--- config.mk ---
export PLATFORM = sky130hd
export DESIGN_NAME = padd_mac_acc
export DESIGN_NICKNAME = d
export VERILOG_FILES = /design/src/rtl/padd_mac_pkg.sv /design/src/rtl/padd_mac_coef_rf.sv /design/src/rtl/padd_mac_acc.sv
export SDC_FILE = /design/constraint.sdc
export NUM_CORES = 1
export LEC_CHECK = 0
export CORE_MARGIN = 10
export CORE_UTILIZATION = 64
export DETAILED_ROUTE_END_ITERATION = 8
export GPL_TIMING_DRIVEN = 1
export PLACE_DENSITY = 0.87
export SKIP_LAST_GASP = 1
export SLEW_MARGIN = 20
export SYNTH_ARGS = -nofsm -noshare
export SYNTH_HDL_FRONTEND = slang
export SYNTH_SLANG_ARGS = --single-unit
--- constraint.sdc ---
create_clock -name clk -period 10 [get_ports clk]
set_input_delay 2 -clock clk [delete_from_list [all_inputs] [get_ports clk]]
set_output_delay 2 -clock clk [all_outputs]
set_load 0.02 [all_outputs]
--- src/rtl/padd_mac_pkg.sv ---
// -----------------------------------------------------------------------------
// padd_mac_pkg
// Shared types, default widths and the result-narrowing helper for the
// padd_mac_acc multiply-accumulate block.
//
// Contents:
//   state_t      FSM encoding {IDLE, ACCUM, DRAIN, HOLD}
//   DEF_*        default parameter values for the top level
//   SN_W         working width of sat_narrow (must be >= ACC_W)
//   sat_narrow   arithmetic right shift followed by optional saturation
// -----------------------------------------------------------------------------
package padd_mac_pkg;

  typedef enum logic [1:0] {
    IDLE  = 2'd0,
    ACCUM = 2'd1,
    DRAIN = 2'd2,
    HOLD  = 2'd3
  } state_t;

  localparam int DEF_DATA_W = 18;
  localparam int DEF_COEF_W = 18;
  localparam int DEF_ACC_W  = 48;
  localparam int DEF_OUT_W  = 18;
  localparam int DEF_TAPS   = 8;
  localparam int DEF_SHIFT  = 17;

  // Working width for the narrowing helper; callers sign-extend into it.
  localparam int SN_W = 64;

  // Returns {clip_flag, value}. value is acc >>> shift, clamped to the signed
  // out_w range when sat_en is set. When sat_en is clear the value is returned
  // unclamped and the caller keeps its low out_w bits (two's-complement wrap).
  function automatic logic [SN_W:0] sat_narrow(
    input logic signed [SN_W-1:0] acc,
    input int                     shift,
    input int                     out_w,
    input logic                   sat_en
  );
    logic signed [SN_W-1:0] v_sh;
    logic signed [SN_W-1:0] v_max;
    logic signed [SN_W-1:0] v_min;
    logic        [SN_W:0]   v_res;
    v_sh  = acc >>> shift;
    v_max = (64'sd1 <<< (out_w - 1)) - 64'sd1;
    // -(2^(out_w-1)) is the bitwise complement of 2^(out_w-1)-1.
    v_min = ~v_max;
    v_res = {1'b0, v_sh};
    if (sat_en) begin
      if (v_sh > v_max) begin
        v_res = {1'b1, v_max};
      end else if (v_sh < v_min) begin
        v_res = {1'b1, v_min};
      end
    end
    return v_res;
  endfunction

endpackage

--- src/rtl/padd_mac_coef_rf.sv ---
// -----------------------------------------------------------------------------
// padd_mac_coef_rf
// TAPS x COEF_W coefficient register file: one synchronous write port, one
// combinational read port. Contents clear on reset, so software must reload
// the taps after every reset.
//
// Ports:
//   clk         clock
//   reset       asynchronous active-high reset, clears every entry
//   i_ce        clock enable; a write only lands when it is high
//   i_wr_en     write strobe
//   i_wr_addr   write tap index
//   i_wr_data   write value (signed)
//   i_rd_addr   read tap index
//   o_rd_data   current contents of i_rd_addr (old value during a write)
// -----------------------------------------------------------------------------
module padd_mac_coef_rf #(
  parameter int TAPS   = 8,
  parameter int COEF_W = 18,
  localparam int AW    = $clog2(TAPS)
) (
  input  logic                     clk,
  input  logic                     reset,
  input  logic                     i_ce,
  input  logic                     i_wr_en,
  input  logic [AW-1:0]            i_wr_addr,
  input  logic signed [COEF_W-1:0] i_wr_data,
  input  logic [AW-1:0]            i_rd_addr,
  output logic signed [COEF_W-1:0] o_rd_data
);

  logic signed [COEF_W-1:0] r_mem [TAPS];
  logic                     w_wr_ok;
  logic                     w_rd_ok;

  // Index range guards only matter when TAPS is not a power of two.
  assign w_wr_ok = (int'(i_wr_addr) < TAPS);
  assign w_rd_ok = (int'(i_rd_addr) < TAPS);

  always_ff @(posedge clk or posedge reset) begin
    if (reset) begin
      for (int i = 0; i < TAPS; i++) begin
        r_mem[i] <= '0;
      end
    end else if (i_ce && i_wr_en && w_wr_ok) begin
      r_mem[i_wr_addr] <= i_wr_data;
    end
  end

  // The read is combinational from the registers, so a same-cycle write to
  // the tap being read is seen by the multiplier only from the next cycle.
  assign o_rd_data = w_rd_ok ? r_mem[i_rd_addr] : '0;

endmodule

--- src/rtl/padd_mac_acc.sv ---
// -----------------------------------------------------------------------------
// padd_mac_acc
// Multiply-accumulate stage fed by the Gowin_PADD pre-adder output. Each
// accepted sample is multiplied by coefficient[tap]; TAPS products are summed,
// the sum is arithmetically shifted right by SHIFT, narrowed to OUT_W and
// presented on a valid/ready output.
//
// Build option:
//   PADD_MAC_SAT_EN  defined   -> narrowing saturates and the `sat` output
//                                 flags a clipped result.
//                    undefined -> narrowing keeps the low OUT_W bits and
//                                 there is no `sat` port.
//
// Ports:
//   clk, reset            clock, asynchronous active-high reset
//   ce                    clock enable; low freezes every register
//   din/din_valid/din_ready       sample input handshake
//   coef_wr_en/_addr/_data        coefficient write port (any state)
//   dout/dout_valid/dout_ready    result output handshake
//   busy                  a result is being accumulated
//   sat                   (PADD_MAC_SAT_EN only) result was clipped
//
// Handshakes: a transfer happens on a rising clk edge where ce, valid and
// ready are all high. din_ready depends only on the FSM state, never on
// din_valid. Once dout_valid rises, dout (and sat) stay stable until an edge
// with ce & dout_ready.
//
// Timing: product of sample k is registered at its accept edge and folded
// into the accumulator at the next accept edge; the last product is folded in
// DRAIN, which also registers the result. A minimum result period is TAPS
// accepts + DRAIN + one HOLD cycle with dout_ready high.
// -----------------------------------------------------------------------------
module padd_mac_acc
  import padd_mac_pkg::*;
#(
  parameter int DATA_W = DEF_DATA_W,
  parameter int COEF_W = DEF_COEF_W,
  parameter int ACC_W  = DEF_ACC_W,
  parameter int OUT_W  = DEF_OUT_W,
  parameter int TAPS   = DEF_TAPS,
  parameter int SHIFT  = DEF_SHIFT
) (
  input  logic                      clk,
  input  logic                      reset,
  input  logic                      ce,
  input  logic signed [DATA_W-1:0]  din,
  input  logic                      din_valid,
  output logic                      din_ready,
  input  logic                      coef_wr_en,
  input  logic [$clog2(TAPS)-1:0]   coef_wr_addr,
  input  logic signed [COEF_W-1:0]  coef_wr_data,
  output logic signed [OUT_W-1:0]   dout,
  output logic                      dout_valid,
  input  logic                      dout_ready,
  output logic                      busy
`ifdef PADD_MAC_SAT_EN
  ,
  output logic                      sat
`endif
);

  localparam int TAP_W  = $clog2(TAPS);
  localparam int PROD_W = DATA_W + COEF_W;

`ifdef PADD_MAC_SAT_EN
  localparam logic SAT_EN = 1'b1;
`else
  localparam logic SAT_EN = 1'b0;
`endif

  // ---------------------------------------------------------------------------
  // Registers and wires
  // ---------------------------------------------------------------------------
  state_t                    r_state;
  state_t                    w_next_state;
  logic [TAP_W-1:0]          r_tap;
  logic signed [PROD_W-1:0]  r_prod;
  logic signed [ACC_W-1:0]   r_acc;
  logic signed [OUT_W-1:0]   r_dout;
  logic                      r_dout_valid;

  logic signed [COEF_W-1:0]  w_coef;
  logic                      w_xfer;
  logic                      w_last;
  logic signed [PROD_W-1:0]  w_prod_next;
  logic signed [ACC_W-1:0]   w_acc_sum;
  logic signed [SN_W-1:0]    w_final_ext;
  logic [SN_W:0]             w_scaled;
  logic signed [OUT_W-1:0]   w_dout_next;
  logic                      w_sat_next;
  logic                      w_unused;

  // ---------------------------------------------------------------------------
  // Coefficient storage, read at the current tap index
  // ---------------------------------------------------------------------------
  padd_mac_coef_rf #(
    .TAPS   (TAPS),
    .COEF_W (COEF_W)
  ) u_coef_rf (
    .clk       (clk),
    .reset     (reset),
    .i_ce      (ce),
    .i_wr_en   (coef_wr_en),
    .i_wr_addr (coef_wr_addr),
    .i_wr_data (coef_wr_data),
    .i_rd_addr (r_tap),
    .o_rd_data (w_coef)
  );

  // ---------------------------------------------------------------------------
  // Datapath combinational terms
  // ---------------------------------------------------------------------------
  assign w_xfer = ce & din_valid & din_ready;
  assign w_last = (r_tap == TAP_W'(TAPS - 1));

  // Both operands sign-extended to the full product width first, so the
  // multiply is full precision.
  assign w_prod_next = PROD_W'(din) * PROD_W'(w_coef);

  // Pending product sign-extended into the accumulator; wraps mod 2^ACC_W.
  assign w_acc_sum   = r_acc + ACC_W'(r_prod);

  assign w_final_ext = SN_W'(w_acc_sum);
  assign w_scaled    = sat_narrow(w_final_ext, SHIFT, OUT_W, SAT_EN);
  assign w_dout_next = w_scaled[OUT_W-1:0];
  assign w_sat_next  = w_scaled[SN_W];

  // Upper bits of the helper result are discarded by design; the clip flag is
  // only consumed in the saturating build.
  assign w_unused = ^{w_scaled[SN_W-1:OUT_W], w_sat_next};

  // ---------------------------------------------------------------------------
  // FSM: state register
  // ---------------------------------------------------------------------------
  always_ff @(posedge clk or posedge reset) begin
    if (reset) begin
      r_state <= IDLE;
    end else if (ce) begin
      r_state <= w_next_state;
    end
  end

  // ---------------------------------------------------------------------------
  // FSM: next-state logic
  // ---------------------------------------------------------------------------
  always_comb begin
    w_next_state = r_state;
    case (r_state)
      IDLE:    if (w_xfer)               w_next_state = ACCUM;
      ACCUM:   if (w_xfer && w_last)     w_next_state = DRAIN;
      DRAIN:                             w_next_state = HOLD;
      HOLD:    if (dout_ready)           w_next_state = IDLE;
      default:                           w_next_state = IDLE;
    endcase
  end

  // ---------------------------------------------------------------------------
  // FSM: state-decoded outputs
  // ---------------------------------------------------------------------------
  always_comb begin
    din_ready = 1'b0;
    busy      = 1'b0;
    case (r_state)
      IDLE:  begin
        din_ready = 1'b1;
      end
      ACCUM: begin
        din_ready = 1'b1;
        busy      = 1'b1;
      end
      // The final product is still being folded in, so the result is not done.
      DRAIN: begin
        busy      = 1'b1;
      end
      default: begin
        din_ready = 1'b0;
        busy      = 1'b0;
      end
    endcase
  end

  // ---------------------------------------------------------------------------
  // Datapath registers
  // ---------------------------------------------------------------------------
  always_ff @(posedge clk or posedge reset) begin
    if (reset) begin
      r_tap        <= '0;
      r_prod       <= '0;
      r_acc        <= '0;
      r_dout       <= '0;
      r_dout_valid <= 1'b0;
    end else if (ce) begin
      case (r_state)
        IDLE: begin
          if (w_xfer) begin
            r_prod <= w_prod_next;
            r_tap  <= TAP_W'(1);
          end
        end
        ACCUM: begin
          // Each accept folds the previous product in exactly once; idle
          // cycles between samples leave r_prod pending.
          if (w_xfer) begin
            r_prod <= w_prod_next;
            r_acc  <= w_acc_sum;
            r_tap  <= r_tap + TAP_W'(1);
          end
        end
        DRAIN: begin
          r_dout       <= w_dout_next;
          r_dout_valid <= 1'b1;
          r_acc        <= '0;
        end
        HOLD: begin
          if (dout_ready) begin
            r_dout_valid <= 1'b0;
            r_tap        <= '0;
          end
        end
        default: begin
          r_dout_valid <= 1'b0;
        end
      endcase
    end
  end

`ifdef PADD_MAC_SAT_EN
  logic r_sat;

  // Clip flag travels with the result it describes.
  always_ff @(posedge clk or posedge reset) begin
    if (reset) begin
      r_sat <= 1'b0;
    end else if (ce && (r_state == DRAIN)) begin
      r_sat <= w_sat_next;
    end
  end

  assign sat = r_sat;
`endif

  assign dout       = r_dout;
  assign dout_valid = r_dout_valid;

endmodule
==> metrics, run 1 <==
Fin Setup TNS 0 ns; Via Count 16100; unrepaired setup endpoints after global routing no; via/cell ratio 5.83; final setup vio count 0; Post-CTS Hold Fix Bufs 0; chip width 212 um; hold path endpoint dout[15]; R2R Setup Slk 1.86 ns; Top FF cell, synth dfrtp_1; cell count after synthesis 2231; Fill cells 2432; share of the yosys chip area belonging to registers 25.3%; Detail Placement HPWL 40.0 mm; Critical Path RT 10.43 ns; die area 44900 um2; Detailed Route Iter0 Violations 1130; number of global-route vias before repair 17900; Reg-to-Reg Start r_tap[0]; Area Overhead vs Synth 8.86%; Worst Skew 0.0187 ns; CP endpoint kind register; status finished clean; Max-slew headroom 28.0%; Yosys cell types 65; Max Slew Vio Count 0; multi-input logic area 15800 um2; Hold Path Stages 2; Rows 70; clk sinks 238; Longest Clk Path Bufs 3; core area 36500 um2; most frequent cells in the layout 415 x inv_1, 324 x fa_1, 236 x dfrtp_1, 216 x nand2_1, 167 x mux2_2; worst path cell trace clkdlybuf4s50_1 > nor2b_1 > fa_1 > inv_1 > fa_1 > inv_1 > ha_1 > inv_1 > fa_1 > inv_1 > fa_1 > inv_1 > fa_1 > inv_1 > ha_1 > nand4_1 > nor2_1 > and3_1 > o211ai_1 > nand2_1 > a21oi_1 > a31oi_1 > a21oi_1 > a21o_1; DRC 0; critical-path maximum fanout 18; Worst Path Buf+Inv 7; Die Span Y 212 um; worst slew pin tran 1.08 ns; Layout Utilization 70.3%; final worst-path cycle share 83.0%; Critical R2R Capture r_prod[34]; Max stage delay cell, worst path clkdlybuf4s50_1; delay-heaviest family, CP adder cells; DRT Wirelength 52.9 mm; register bit total from synthesis 238; port bufs 65; worst reg2reg path depth 24; grt ovf 0; root buf cell clkbuf_16; cts repair resizes 0; instance count on the critical path 24; initial antenna violation count 2; synth warn 0; RD Place Congestion 0.872; Worst Path Arrival 8.73 ns; Worst-Skew Late Latency 0.55 ns; Max Cap Violations 0; Fmax 0.120 GHz; CP startpoint kind primary input; HP Class reg2reg; register area 5960 um2; H-tree Lvls 1; starting density of the core 64.6%; share of layout cells above drive strength 1 13.0%; Mean Syn Cell Area 10.6 um2; synthesized area 23600 um2; Worst-path clk slew 0.06 ns; commonest non-fill, non-tap cell in the layout inv_1; overall routing resource usage 24.6%; nets 2776; fin crit period 8.30 ns; Most Frequent Cell on Critical Path inv_1; EDFF count, synth 0; Pre-antenna DRT Iters 5; Post-synth ARST share 100%; Routed Antenna Nets 0; largest net degree at the start of global routing 84; I/O Pins 66; routed len/inst 19.1 um; syn nets 2731; CTS buffer count 26; worst stage delay on the critical path 0.92 ns; Final Hold Fails 0; first-pass GRT wire length 89.1 mm; postcts setup bufs 0; hold path start dout[15]; critical path type in2reg; TritonCTS clock tree done
==> how the worst max path moves through the flow <==
stage	startpoint	to	slack (ns)
after global placement	din[17]	r_prod[34]	1.35
after global routing	din[17]	r_prod[32]	1.20
after detailed placement	din[17]	r_prod[34]	1.19
after CTS	din[17]	r_prod[34]	1.73
final	din[17]	r_prod[34]	1.70
after floorplan	reset	dout[0]	1.47
==> state kept, by name (all words and copies together) (netlist names) <==
signal and flops:
dout 18, dout_valid 1, u_coef_rf.r_mem 144, r_prod 35, r_tap 3, r_acc 35
r_state 2
==> final cells by class <==
type	count	area share, %
Clock inverter	14	0.751
Inverter	416	6.11
Clock buffer	34	2.81
Antenna cell	1	0.00975
Sequential cell	238	23.2
Tap cell	468	2.28
Timing Repair Buffer	94	3.40
Multi-Input combinational cell	1500	61.4
==> cells by family (layout without fill, tap and decap cells) <==
family / count (synthesis) / after routing / synth area share, %
adder cells (fa/ha/maj): 455 / 455 / 34.5
multiplexers: 215 / 215 / 12.0
other: 0 / 1 / 0
buffers and inverters: 493 / 558 / 7.91
AND/OR/NAND/NOR: 532 / 532 / 11.1
XOR/XNOR: 67 / 67 / 2.55
flip-flops: 238 / 238 / 25.3
AO/OA/AOI/OAI: 231 / 231 / 6.65
==> per-stage QoR <==
stage	hold slack, ns	cell area [um2]	std cells	setup slack (ns)
floorplan	0.447	23600	2231	1.47
CTS	0.490	25700	2764	1.73
detailed placement	0.476	24800	2716	1.19
global placement	0.461	24800	2716	1.35
global route	0.505	25700	2764	1.20
finish	0.482	25700	2765	1.70
==> tightest hold or removal path: stages (launching register included) <==
cell and delay [ns]:
dfrtp_1 0.34, nand2_1 0.05, o21ai_1 0.06
==> per-layer routing <==
metal | part of all wire (%) | global-route usage, % | vias up
met1 | 39 | 29.9 | 8241
met2 | 51 | 43.2 | 585
met4 | 3.3 | 8.58 | 0
met3 | 6.7 | 4.17 | 138
met5 | 0 | 0 | -
li1 | - | - | 7166
==> synth_stat cells (8+ instances only) <==
master | instances | area [um2]
nand3_1 | 18 | 90.1
xor2_1 | 21 | 184
and3_1 | 8 | 50.1
a21oi_1 | 45 | 225
mux2i_1 | 8 | 80.1
clkbuf_1 | 66 | 248
mux2_2 | 167 | 1880
o31ai_1 | 9 | 67.6
nand2b_1 | 43 | 269
nor2b_1 | 118 | 738
a22o_1 | 25 | 219
nand2_1 | 216 | 811
nor3_1 | 9 | 45.0
o21ai_0 | 52 | 260
mux4_2 | 36 | 811
a21o_1 | 24 | 180
xnor2_1 | 45 | 394
o21a_1 | 10 | 75.1
nor2_1 | 53 | 199
dfrtp_1 | 238 | 5960
o21ai_1 | 9 | 45.0
fa_1 | 324 | 6490
inv_1 | 416 | 1560
ha_1 | 131 | 1640
and2_1 | 48 | 300
o21bai_1 | 10 | 75.1
Power of run 1 is not shown: default switching activity piles up to over one toggle a cycle in this logic, so the estimate is an artifact.
==> run 2: changes to the inputs <==
--- a/config.mk
+++ b/config.mk
@@ -6,10 +6,10 @@
 export NUM_CORES = 1
 export LEC_CHECK = 0
 export CORE_MARGIN = 10
-export CORE_UTILIZATION = 64
+export CORE_UTILIZATION = 58
 export DETAILED_ROUTE_END_ITERATION = 8
 export GPL_TIMING_DRIVEN = 1
-export PLACE_DENSITY = 0.87
+export PLACE_DENSITY = 0.84
 export SKIP_LAST_GASP = 1
 export SLEW_MARGIN = 20
 export SYNTH_ARGS = -nofsm -noshare
==> constraint.sdc (replaced) <==
create_clock -name clk -period 7.6 [get_ports clk]
set_input_delay 1.52 -clock clk [delete_from_list [all_inputs] [get_ports clk]]
set_output_delay 1.52 -clock clk [all_outputs]
set_load 0.02 [all_outputs]
==> run 2 against run 1 <==
Net effect: non-clock buffer count up 82; utilization down 3.7 points; final area up 3.7%; first-iteration DRC count down 9.7%; die area up 9.3%; clock-buffer cell count up 1; global-route usage down 2.6 points; critical path depth down 2; register-to-register slack worse by 1.4 ns; largest cell class unchanged.
==> metrics, run 2 (same netlist as run 1, synthesis figures left out) <==
worst reg2reg path depth 24; RD Place Congestion 0.914; Detail Placement HPWL 41.6 mm; final instance area 26600 um2; DRC 0; HP Class reg2reg; most frequent cells in the layout 415 x inv_1, 324 x fa_1, 236 x dfrtp_1, 216 x nand2_1, 167 x mux2_2; TritonCTS clock tree done; Area Overhead vs Synth 12.9%; overall routing resource usage 22.0%; root buf cell clkbuf_16; CP endpoint kind register; Rows 73; Max-slew headroom 25.7%; Die Span Y 222 um; Max Slew Vio Count 0; critical path type in2reg; starting density of the core 58.9%; Post-CTS Hold Fix Bufs 0; Fin Setup TNS 0 ns; max reg flops 144; final worst-path cycle share 94.6%; worst slew pin tran 1.11 ns; chip width 222 um; H-tree Lvls 1; CP startpoint kind primary input; Worst Path Arrival 7.60 ns; die area 49100 um2; Pre-antenna DRT Iters 5; Hold Path Stages 2; number of global-route vias before repair 18000; unrepaired setup endpoints after global routing no; final setup vio count 0; Fill cells 2881; Worst Skew 0.0236 ns; Worst-path clk slew 0.06 ns; routed len/inst 18.4 um; area post-placement 25600 um2; commonest non-fill, non-tap cell in the layout inv_1; via/cell ratio 5.58; fin crit period 7.19 ns; clk sinks 238; Via Count 16200; core area 40000 um2; share of layout cells above drive strength 1 16.1%; Longest Clk Path Bufs 3; Max Cap Violations 0; grt ovf 0; critical-path maximum fanout 6; first-pass GRT wire length 90.2 mm; CTS buffer count 26; Layout Utilization 66.5%; Final Hold Fails 0; Detailed Route Iter0 Violations 1020; initial antenna violation count 0; Worst-Skew Late Latency 0.57 ns; biggest regs u_coef_rf.r_mem x144, r_acc x35, r_prod x35; status finished clean; Fmax 0.139 GHz; nets 2858; R2R Setup Slk 0.41 ns; Routed Antenna Nets 0; DRT Wirelength 53.3 mm; Top reg by flops u_coef_rf.r_mem; Critical Path RT 8.01 ns; largest net degree at the start of global routing 154; I/O Pins 66; port bufs 65; Inserted Diodes 0
==> run 2: cell types whose count changed in the layout (fill, tap and decap cells not counted), moves of 2 or more <==
cell	delta
clkbuf_8	+3
bufinv_16	+3
buf_12	+11
buf_4	+71
clkinv_2	-4
clkbuf_1	-2
==> run 2: final cells by class <==
class / count / area [um2] / area share [%]
tap: 525 / 657 / 2.47
inverter: 416 / 1570 / 5.88
sequential: 238 / 5960 / 22.4
clock inverter: 13 / 287 / 1.08
clock buffer: 35 / 754 / 2.83
timing repair buffer: 176 / 1630 / 6.10
multi-input combinational: 1500 / 15800 / 59.3
==> run 2: stage by stage <==
stage	cells	worst slack (ns)	hold slack, ns
after floorplan	2231	0.197	0.447
after global placement	2853	0.0192	0.463
after detailed placement	2853	-0.125	0.473
after CTS	2901	0.293	0.489
after global routing	2903	0.00319	0.505
final	2903	0.412	0.485
==> run 2: timing repair <==
item / 4_1_cts / 5_1_grt
endpoints found under the setup margin: 0 / 3
buffers inserted: 0 / 2
resized for setup: 0 / 2
endpoints found under the hold margin: 0 / 0
==> run 2: critical path: stages <==
cell	delay, ns
clkdlybuf4s50_1	0.61
buf_4	0.21
nand2_1	0.08
fa_1	0.51
fa_1	0.53
fa_1	0.52
inv_1	0.06
fa_1	0.50
fa_1	0.50
inv_1	0.05
fa_1	0.47
inv_1	0.04
ha_1	0.30
nand3_1	0.13
a21oi_1	0.16
o211ai_1	0.14
a21o_1	0.19
a31oi_1	0.34
o21ai_1	0.25
o21ai_0	0.25
xnor2_1	0.14
o21ai_0	0.08
==> run 2: path summary, 6_finish.rpt <==
path                            from            endpoint
min reg2reg                r_prod[4]           r_prod[4]
min                        r_prod[4]           r_prod[4]
max reg2reg                 r_tap[0]          r_prod[28]
max                          din[10]          r_prod[29]
max in group asynchronous      reset  u_coef_rf.r_mem[5]
min in group asynchronous      reset            r_acc[1]
==> run 2: metal layers <==
layer	track usage (%)	vias up	wire length, um
met4	7.19	0	1560
met3	3.63	118	2970
met5	0	-	0
li1	-	7339	-
met1	26.9	8262	21800
met2	38.7	485	27000
Power of run 2 is left out for the same reason.
==> patch: new RTL, settings of run 2 <==
Add a define of `PADD_MAC_SAT_EN`.
--- a/src/rtl/padd_mac_acc.sv
+++ b/src/rtl/padd_mac_acc.sv
@@ -31,4 +31,6 @@
 // accepts + DRAIN + one HOLD cycle with dout_ready high.
 // -----------------------------------------------------------------------------
+`define PADD_MAC_SAT_EN
+
 module padd_mac_acc
   import padd_mac_pkg::*;
Formal check against the unedited RTL (old outputs only; new: sat): not equivalent (Yosys sat finds a counterexample within 10 cycles, from zero or initial values and one cycle with reset high).
==> patch against run 2 <==
Sequential share of layout area down 0.79 points. Area after synthesis up 7.4%. Worst setup slack worse by 310 ps. Final area up 10%. Sequential cell count up 15. Non-clock buffer count up 88. Wire length up 18%. Hold slack better by 9.9 ps. Via count up 15%. Largest cell class unchanged.
Power is left out: the tool's default activity adds up to more than one toggle a clock period on the data nets, which glitch-free logic cannot reach.
==> patch: results (changes against run 2) <==
| Metric | Value |
|---|---|
| Layout cells sized above 1 | 18.9% (was 16.1%) |
| R2R setup slack | 170 ps (was 410 ps) |
| Vias in the first global route | 20300 (was 18000) |
| Worst stage delay on the critical path | 570 ps (was 610 ps) |
| Adder-cell share of the synthesized area | 33.3% (was 34.5%) |
| Routed vias/inst | 5.68 (was 5.58) |
| Slowest CP cell | fa_1 (was clkdlybuf4s50_1) |
| Biggest registers after layout | u_coef_rf.r_mem (144), r_acc (48), r_prod (36) (was u_coef_rf.r_mem (144), r_acc (35), r_prod (35)) |
| Gr usage total | 23.5% (was 22.0%) |
| Seq/Total Area, Yosys | 25.0% (was 25.3%) |
| Post-Syn Nets | 2997 (was 2731) |
| Initial antenna violation count | 3 (was 0) |
| Pin count of the biggest net entering global routing | 82 (was 154) |
| Hold EP | r_acc[41] (was r_prod[4]) |
| First-pass GRT wire length | 102000 microns (was 90200 microns) |
| Hold wc startpoint | r_acc[41] (was r_prod[4]) |
| Post-synthesis mux area share | 10.7% (was 12.0%) |
| Compound-Gate Fraction of Synth Area | 9.06% (was 6.65%) |
| DP Area | 27800 sq um (was 25600 sq um) |
| Smallest hold slack | 495 ps (was 485 ps) |
| Synth Area in XOR/XNOR | 2.79% (was 2.55%) |
| Iter 0 DRT Violations | 1428 (was 1020) |
| Num CTS Buffers | 27 (was 26) |
| Cell Count, Final, Fillers Out | 3288 (was 2903) |
| CTS resizes | 14 (was 0) |
| Synth area leaders | fa_1 26%, dfrtp_1 25%, ha_1 7.2% (was fa_1 28%, dfrtp_1 25%, mux2_2 8.0%) |
| Worst Path Max Fanout | 7 (was 6) |
| Clock skew | 10.0 ps (was 23.6 ps) |
| Skew-Pair Late Insertion Delay | 550 ps (was 570 ps) |
| Outcome | completed (unchanged) |
| CP startpoint | din[12] (was din[10]) |
| Final #Nets | 3204 (was 2858) |
| Placer Congestion | 0.950 (was 0.914) |
## patch: cell count changes after synthesis, sizes merged, moves of 10 or more
cell and change:
ha +15, nand2 +16, nor2 +29, a21o +12, nor2b -11, buf +10, o22ai +17, dfrtp +15
o21ai +48, inv +20, mux2 -10, a21oi +29, xor2 +12
## patch: routing by layer
| layer | global-route usage, % | up-vias | routed length [microns] |
|---|---|---|---|
| met3 | 3.57 | 179 | 3820 |
| met5 | 0 | - | 22 |
| met1 | 29.0 | 9437 | 25200 |
| met2 | 41.7 | 651 | 32100 |
| met4 | 7.35 | 4 | 2070 |
| li1 | - | 8398 | - |
## patch: area by class of cell
class	instances	area, sq um	area share [%]
Multi-Input combinational cell	1701	17300	59.0
Sequential cell	253	6330	21.6
Timing Repair Buffer	264	2410	8.20
Inverter	436	1640	5.59
Clock buffer	40	815	2.78
Tap cell	585	732	2.50
Clock inverter	8	97.6	0.333
Antenna cell	1	2.50	0.00853
